### config.mk
export PLATFORM = sky130hd
export DESIGN_NAME = gf180mcu_fd_sc_mcu7t5v0__dlymon_flat
export DESIGN_NICKNAME = d
export VERILOG_FILES = /design/src/rtl/gf180mcu_fd_sc_mcu7t5v0__dlymon_pkg.sv /design/src/rtl/gf180mcu_fd_sc_mcu7t5v0__dlymon_if.sv /design/src/rtl/gf180mcu_fd_sc_mcu7t5v0__dlymon_sync.sv /design/src/rtl/gf180mcu_fd_sc_mcu7t5v0__dlymon.sv /design/src/flat_wrapper.sv
export SDC_FILE = /design/constraint.sdc
export NUM_CORES = 1
export LEC_CHECK = 0
export BUFFER_PORTS_ARGS = -buffer_cell sky130_fd_sc_hd__buf_2
export CAP_MARGIN = 15
export CORE_UTILIZATION = 40
export CTS_BUF_LIST = sky130_fd_sc_hd__clkbuf_2 sky130_fd_sc_hd__clkbuf_4 sky130_fd_sc_hd__clkbuf_8
export DETAILED_ROUTE_END_ITERATION = 10
export SLEW_MARGIN = 25
export SYNTH_ARGS = -nofsm -noshare
export SYNTH_HDL_FRONTEND = slang
export SYNTH_SLANG_ARGS = --single-unit
### constraint.sdc
create_clock -name CLK -period 3.25 [get_ports CLK]
set_clock_uncertainty 0.2 [all_clocks]
set_input_delay 0 -clock CLK [delete_from_list [all_inputs] [get_ports CLK]]
set_output_delay 0 -clock CLK [all_outputs]
set_load 0.005 [all_outputs]
### src/rtl/gf180mcu_fd_sc_mcu7t5v0__dlymon_pkg.sv
// ============================================================================
// Module : gf180mcu_fd_sc_mcu7t5v0__dlymon_pkg
// Brief  : Shared types and default constants for the delay-chain monitor.
// Rev    : 1.0 - initial release
// ============================================================================
`timescale 1ns/1ps
`default_nettype none

package gf180mcu_fd_sc_mcu7t5v0__dlymon_pkg;

  localparam int DLYMON_CNT_W       = 8;
  localparam int DLYMON_SYNC_STAGES = 2;
  localparam int DLYMON_TIMEOUT     = 255;

  typedef enum logic [0:0] {
    ST_IDLE = 1'b0,
    ST_WAIT = 1'b1
  } dlymon_state_e;

endpackage

`default_nettype wire

### src/rtl/gf180mcu_fd_sc_mcu7t5v0__dlymon_if.sv
// ============================================================================
// Module : gf180mcu_fd_sc_mcu7t5v0__dlymon_if
// Brief  : Request/launch/return/result bundle of the delay-chain monitor.
// Rev    : 1.0 - initial release
// ============================================================================
`timescale 1ns/1ps
`default_nettype none

interface gf180mcu_fd_sc_mcu7t5v0__dlymon_if #(
  parameter int CNT_W = gf180mcu_fd_sc_mcu7t5v0__dlymon_pkg::DLYMON_CNT_W
);
  logic             START;
  logic             Z;
  logic             I;
  logic             BUSY;
  logic             DONE;
  logic             TOUT;
  logic [CNT_W-1:0] COUNT;

  modport master (
    output START,
    output I,
    input  Z,
    input  BUSY,
    input  DONE,
    input  TOUT,
    input  COUNT
  );

  modport slave (
    input  START,
    input  I,
    output Z,
    output BUSY,
    output DONE,
    output TOUT,
    output COUNT
  );
endinterface

`default_nettype wire

### src/rtl/gf180mcu_fd_sc_mcu7t5v0__dlymon_sync.sv
// ============================================================================
// Module : gf180mcu_fd_sc_mcu7t5v0__dlymon_sync
// Brief  : SYNC_STAGES-flop synchronizer for the chain return level.
// Rev    : 1.0 - initial release
// ============================================================================
`timescale 1ns/1ps
`default_nettype none

module gf180mcu_fd_sc_mcu7t5v0__dlymon_sync #(
  parameter int SYNC_STAGES = gf180mcu_fd_sc_mcu7t5v0__dlymon_pkg::DLYMON_SYNC_STAGES
) (
  input  wire logic CLK,
  input  wire logic RST,
  input  wire logic i_async,
  output logic      o_sync
);

  logic [SYNC_STAGES-1:0] sync_q;
  logic [SYNC_STAGES-1:0] sync_d;

  always_comb begin
    sync_d = {sync_q[SYNC_STAGES-2:0], i_async};
  end

  always_ff @(posedge CLK) begin
    if (RST) begin
      sync_q <= '0;
    end else begin
      sync_q <= sync_d;
    end
  end

  assign o_sync = sync_q[SYNC_STAGES-1];

endmodule

`default_nettype wire

### src/rtl/gf180mcu_fd_sc_mcu7t5v0__dlymon.sv
// ============================================================================
// Module : gf180mcu_fd_sc_mcu7t5v0__dlymon
// Brief  : Launches an edge into a delay chain and times its synchronized return.
// Rev    : 1.0 - initial release
// ============================================================================
`timescale 1ns/1ps
`default_nettype none

module gf180mcu_fd_sc_mcu7t5v0__dlymon
  import gf180mcu_fd_sc_mcu7t5v0__dlymon_pkg::*;
#(
  parameter int CNT_W       = DLYMON_CNT_W,
  parameter int SYNC_STAGES = DLYMON_SYNC_STAGES,
  parameter int TIMEOUT     = DLYMON_TIMEOUT
) (
  input wire logic CLK,
  input wire logic RST,
  gf180mcu_fd_sc_mcu7t5v0__dlymon_if.slave bus
);

  localparam logic [0:0]       S_IDLE    = ST_IDLE;
  localparam logic [0:0]       S_WAIT    = ST_WAIT;
  localparam logic [CNT_W-1:0] C_TIMEOUT = CNT_W'(TIMEOUT);

  logic [0:0]       state_q, state_d;
  logic             z_q, z_d;
  logic             busy_q, busy_d;
  logic             done_q, done_d;
  logic             tout_q, tout_d;
  logic [CNT_W-1:0] count_q, count_d;
  logic [CNT_W-1:0] cnt_q, cnt_d;
  logic             sync_i;

  gf180mcu_fd_sc_mcu7t5v0__dlymon_sync #(
    .SYNC_STAGES (SYNC_STAGES)
  ) u_sync (
    .CLK     (CLK),
    .RST     (RST),
    .i_async (bus.I),
    .o_sync  (sync_i)
  );

  always_comb begin
    state_d = state_q;
    z_d     = z_q;
    busy_d  = busy_q;
    done_d  = 1'b0;
    tout_d  = tout_q;
    count_d = count_q;
    cnt_d   = cnt_q;
    case (state_q)
      S_IDLE: begin
        if (bus.START) begin
          z_d     = ~z_q;
          cnt_d   = '0;
          tout_d  = 1'b0;
          busy_d  = 1'b1;
          state_d = S_WAIT;
        end
      end
      S_WAIT: begin
        // A return seen on the timeout edge still counts as a return.
        if (sync_i == z_q) begin
          count_d = cnt_q;
          done_d  = 1'b1;
          busy_d  = 1'b0;
          state_d = S_IDLE;
        end else if (cnt_q == C_TIMEOUT) begin
          count_d = C_TIMEOUT;
          tout_d  = 1'b1;
          done_d  = 1'b1;
          busy_d  = 1'b0;
          state_d = S_IDLE;
        end else begin
          cnt_d = cnt_q + CNT_W'(1);
        end
      end
      default: begin
        busy_d  = 1'b0;
        state_d = S_IDLE;
      end
    endcase
  end

  always_ff @(posedge CLK) begin
    if (RST) begin
      state_q <= S_IDLE;
      z_q     <= 1'b0;
      busy_q  <= 1'b0;
      done_q  <= 1'b0;
      tout_q  <= 1'b0;
      count_q <= '0;
      cnt_q   <= '0;
    end else begin
      state_q <= state_d;
      z_q     <= z_d;
      busy_q  <= busy_d;
      done_q  <= done_d;
      tout_q  <= tout_d;
      count_q <= count_d;
      cnt_q   <= cnt_d;
    end
  end

  assign bus.Z     = z_q;
  assign bus.BUSY  = busy_q;
  assign bus.DONE  = done_q;
  assign bus.TOUT  = tout_q;
  assign bus.COUNT = count_q;

endmodule

`default_nettype wire

### src/flat_wrapper.sv
// flat-port wrapper written by rule: the top's interface ports become plain ports
module gf180mcu_fd_sc_mcu7t5v0__dlymon_flat import gf180mcu_fd_sc_mcu7t5v0__dlymon_pkg::*;
#(
  parameter int CNT_W       = DLYMON_CNT_W,
  parameter int SYNC_STAGES = DLYMON_SYNC_STAGES,
  parameter int TIMEOUT     = DLYMON_TIMEOUT
)
  (CLK, RST, bus_START, bus_I, bus_Z, bus_BUSY, bus_DONE, bus_TOUT, bus_COUNT);
  gf180mcu_fd_sc_mcu7t5v0__dlymon_if #(.CNT_W(CNT_W)) bus_i ();
  input wire logic CLK;
  input wire logic RST;
  input wire logic [$bits(bus_i.START)-1:0] bus_START;
  input wire logic [$bits(bus_i.I)-1:0] bus_I;
  output wire logic [$bits(bus_i.Z)-1:0] bus_Z;
  output wire logic [$bits(bus_i.BUSY)-1:0] bus_BUSY;
  output wire logic [$bits(bus_i.DONE)-1:0] bus_DONE;
  output wire logic [$bits(bus_i.TOUT)-1:0] bus_TOUT;
  output wire logic [$bits(bus_i.COUNT)-1:0] bus_COUNT;
  assign bus_i.START = bus_START;
  assign bus_i.I = bus_I;
  assign bus_Z = bus_i.Z;
  assign bus_BUSY = bus_i.BUSY;
  assign bus_DONE = bus_i.DONE;
  assign bus_TOUT = bus_i.TOUT;
  assign bus_COUNT = bus_i.COUNT;
  gf180mcu_fd_sc_mcu7t5v0__dlymon #(.CNT_W(CNT_W), .SYNC_STAGES(SYNC_STAGES), .TIMEOUT(TIMEOUT)) u_core (.CLK(CLK), .RST(RST), .bus(bus_i));
endmodule
==> results.py <==
metrics = {
    "status": {
        "status": "finished clean",
    },
    "die": {
        "die_y_um": 51.59,
        "start_util_pct": 43.62,
        "pin_count": 16,
        "core_um2": 2255,
        "die-area_um2": 2661,
        "die_x_um": 51.59,
        "rows": 17,
    },
    "clock_tree": {
        "clockBufferDepth": 2,
        "cts_hold_buf": 5,
        "cts_setup_buffers": 0,
        "cts_tree": "done",
        "clkTransAtPathRegs_ns": 0.12,
        "cts_buffers": 3,
        "cts_resized": 0,
        "htree_num_levels": 1,
        "clock_latency_ns": 0.30,
        "root_buffer": "clkbuf_4",
        "cts_sinks": 23,
    },
    "global_route": {
        "grt_max_degree": 15,
        "antenna_found_initial": 0,
        "overflow": 0,
        "grt_use_total_pct": 15.87,
        "grt_pass1_wl_um": 3077,
        "grt_pass1_vias": 654,
    },
    "sta": {
        "slew_viol_final": 0,
        "setup_viol": 0,
        "fin_tns_setup_ns": 0,
        "worst_pin_slew_ns": 0.4395,
        "min_period_ns": 2.086,
        "relSlewSlack_pct": 70.56,
        "rsz0062_at_grt": "false",
        "hold_viol_final": 0,
        "fmax_mhz": 479.5,
        "finalCritPeriodShare_pct": 64.17,
    },
    "logic_synthesis": {
        "synth_area_um2": 983.4,
        "synth_edf_count": 0,
        "ys_async_sr_fraction_pct": 0,
        "post_synth_inst_count": 93,
        "synth_seq_cells": 23,
        "synth_nets": 98,
        "synth.distinct_cells": 37,
        "synth_ff_type": "dfxtp_1",
        "synth-seq-area-share_pct": 46.82,
        "yosysTopAreaCellShare_pct": 46.82,
        "synth_largest_area_cell": "dfxtp_1",
        "synth_area_leaders": "dfxtp_1 (47%), o221a_2 (9.2%), nand3_1 (3.1%)",
        "yosys_warnings": 0,
        "avgSynthCellArea_um2": 10.57,
    },
    "detailed_routing": {
        "viasPerCell": 5.489,
        "drt-pass1-iter-count": 4,
        "wl_per_cell_um": 14.04,
        "vias": 763,
        "drt_iter0_drc": 18,
        "wl_um": 1952,
        "ant_nets": 0,
        "post-route-drc-count": 0,
    },
    "layout": {
        "fin_util_pct": 50.33,
        "area_delta_synth_final_pct": 15.39,
        "nets": 117,
        "layout_commonest_cell": "dfxtp_1",
        "diodes": 0,
        "fillers": 225,
        "drive_gt1_share_pct": 31.53,
        "final_cell_area_um2": 1135,
        "layout_common_cells": "dfxtp_1 (23), buf_2 (15), o221a_2 (8), nand3_1 (6), dlygate4sd3_1 (5)",
    },
    "pwr": {
        "seqPwrFrac_pct": 60.0,
        "power_density_nw_per_um2": 452.3,
        "power_leakage_nw": 0.4657,
        "power_switching_share_pct": 24.73,
        "netSwitchingPower_w": 0.0001269,
        "p_int_w": 0.0003863,
        "power.share.clock_pct": 26.2,
        "combPwrFrac_pct": 13.8,
        "vdd_drop_max_uv": 294.8,
    },
    "setup_path": {
        "rr_startpoint": "u_core.cnt_q[0]",
        "path_class": "flip-flop to flip-flop",
        "worst_setup_path_start_kind": "flip-flop",
        "r2r_end": "u_core.bus.COUNT[4]",
        "crit_fanout": 9,
        "r2r_slack_ns": 1.16,
        "cp-end-kind": "flip-flop",
        "worstPathCellList": "ha_1, and4_1, a21oi_1, nor2_2, o221a_2",
        "cp.arrival_ns": 2.14,
        "crit_slowest_cell": "dfxtp_1",
        "slowest_delay_ns": 0.45,
        "crit_required_ns": 3.30,
        "reg2reg_depth": 5,
    },
    "run": {
        "max_cap_viol_count": 0,
    },
    "min_path": {
        "holdPathEnd": "u_core.u_sync.sync_q[1]",
        "hp-start": "u_core.u_sync.sync_q[0]",
        "hold_path_depth": 1,
        "hold_class": "flip-flop to flip-flop",
    },
    "place": {
        "dp_hpwl_um": 1323,
        "gp_congestion": 0.7247,
        "io_buffers": 15,
        "placed_area_um2": 1055,
    },
}
worst max-delay path by stage:
stage	start	end	slack (ns)	cells after the start
after detailed placement	u_core.cnt_q[0]	u_core.bus.COUNT[1]	1.21	5
after CTS	u_core.cnt_q[0]	u_core.bus.COUNT[4]	1.17	5
after global placement	u_core.cnt_q[0]	u_core.cnt_q[3]	1.28	5
after floorplan	u_core.cnt_q[0]	u_core.cnt_q[6]	1.33	6
final	u_core.cnt_q[0]	u_core.bus.COUNT[4]	1.16	5
after global routing	u_core.cnt_q[0]	u_core.cnt_q[3]	1.09	5
critical path: cells and delay by family, from the launching register on:
family	cells	cell delay (ns)
AO/OA/AOI/OAI	2	0.39
adder cells (fa/ha/maj)	1	0.26
flip-flops	1	0.45
AND/OR/NAND/NOR	2	0.73
power groups by stage:
stage / clock network (W) / registers [W] / logic (W)
floorplan: 0 / 0.000313 / 0.0000429
global placement: 0 / 0.000314 / 0.0000645
detailed placement: 0 / 0.000314 / 0.0000652
CTS: 0.000141 / 0.000308 / 0.0000709
global route: 0.000154 / 0.000310 / 0.0000783
finish: 0.000135 / 0.000308 / 0.0000707
kinds of logic (layout without fill, tap and decap cells):
kind of cell / Yosys count / count (layout) / share of synthesized area [%]
buffers and inverters: 8 / 26 / 4.707
AO/OA/AOI/OAI: 26 / 26 / 22.52
multiplexers: 1 / 1 / 1.526
AND/OR/NAND/NOR: 30 / 30 / 18.83
adder cells (fa/ha/maj): 1 / 1 / 1.272
flip-flops: 23 / 23 / 46.82
XOR/XNOR: 4 / 4 / 4.327
final cells by class:
class / count / area (µm²) / share of cell area [%]
clock buffer: 4 / 30.03 / 2.646
timing repair buffer: 20 / 125.1 / 11.03
sequential: 23 / 460.4 / 40.57
multi-input combinational: 62 / 476.7 / 42.01
inverter: 2 / 7.507 / 0.6615
tap: 28 / 35.03 / 3.087
metrics by stage:
step	setup slack, ns	instances	power (W)	hold slack (ns)
6_report	1.164	139	0.0005132	0.2614
5_1_grt	1.093	139	0.0005423	0.2738
4_1_cts	1.165	139	0.0005199	0.2618
3_5_place_dp	1.207	130	0.0003797	0.03974
3_3_place_gp	1.276	130	0.0003788	0.02177
2_1_floorplan	1.326	93	0.0003561	-0.09930
registers in the layout, summed over array words and instances, names as in the netlist:
register and count:
u_core.bus.BUSY 1, u_core.cnt_q 8, u_core.state_q 1, u_core.bus.TOUT 1, u_core.bus.Z 1, u_core.bus.COUNT 8
u_core.bus.DONE 1, u_core.u_sync.sync_q 2
layer usage:
metal / up-vias / wire length, µm / part of all wire (%) / global-route usage [%]
met5: - / 0 / 0 / 0
met4: 0 / 14 / 0.72 / 4.955
met3: 2 / 89 / 4.6 / 5.263
met2: 23 / 875 / 45 / 24.03
met1: 348 / 973 / 50 / 21.15
li1: 390 / - / - / -
synthesized netlist by cell type (3+ instances only):
master     n
dfxtp_1   23
o221a_2    8
nand3_1    6
a21oi_1    4
nor2_1     4
clkbuf_1   3
nand2_1    3
nor2b_1    3
o21ai_0    3
No activity file was read; power rests on OpenSTA's default activity.
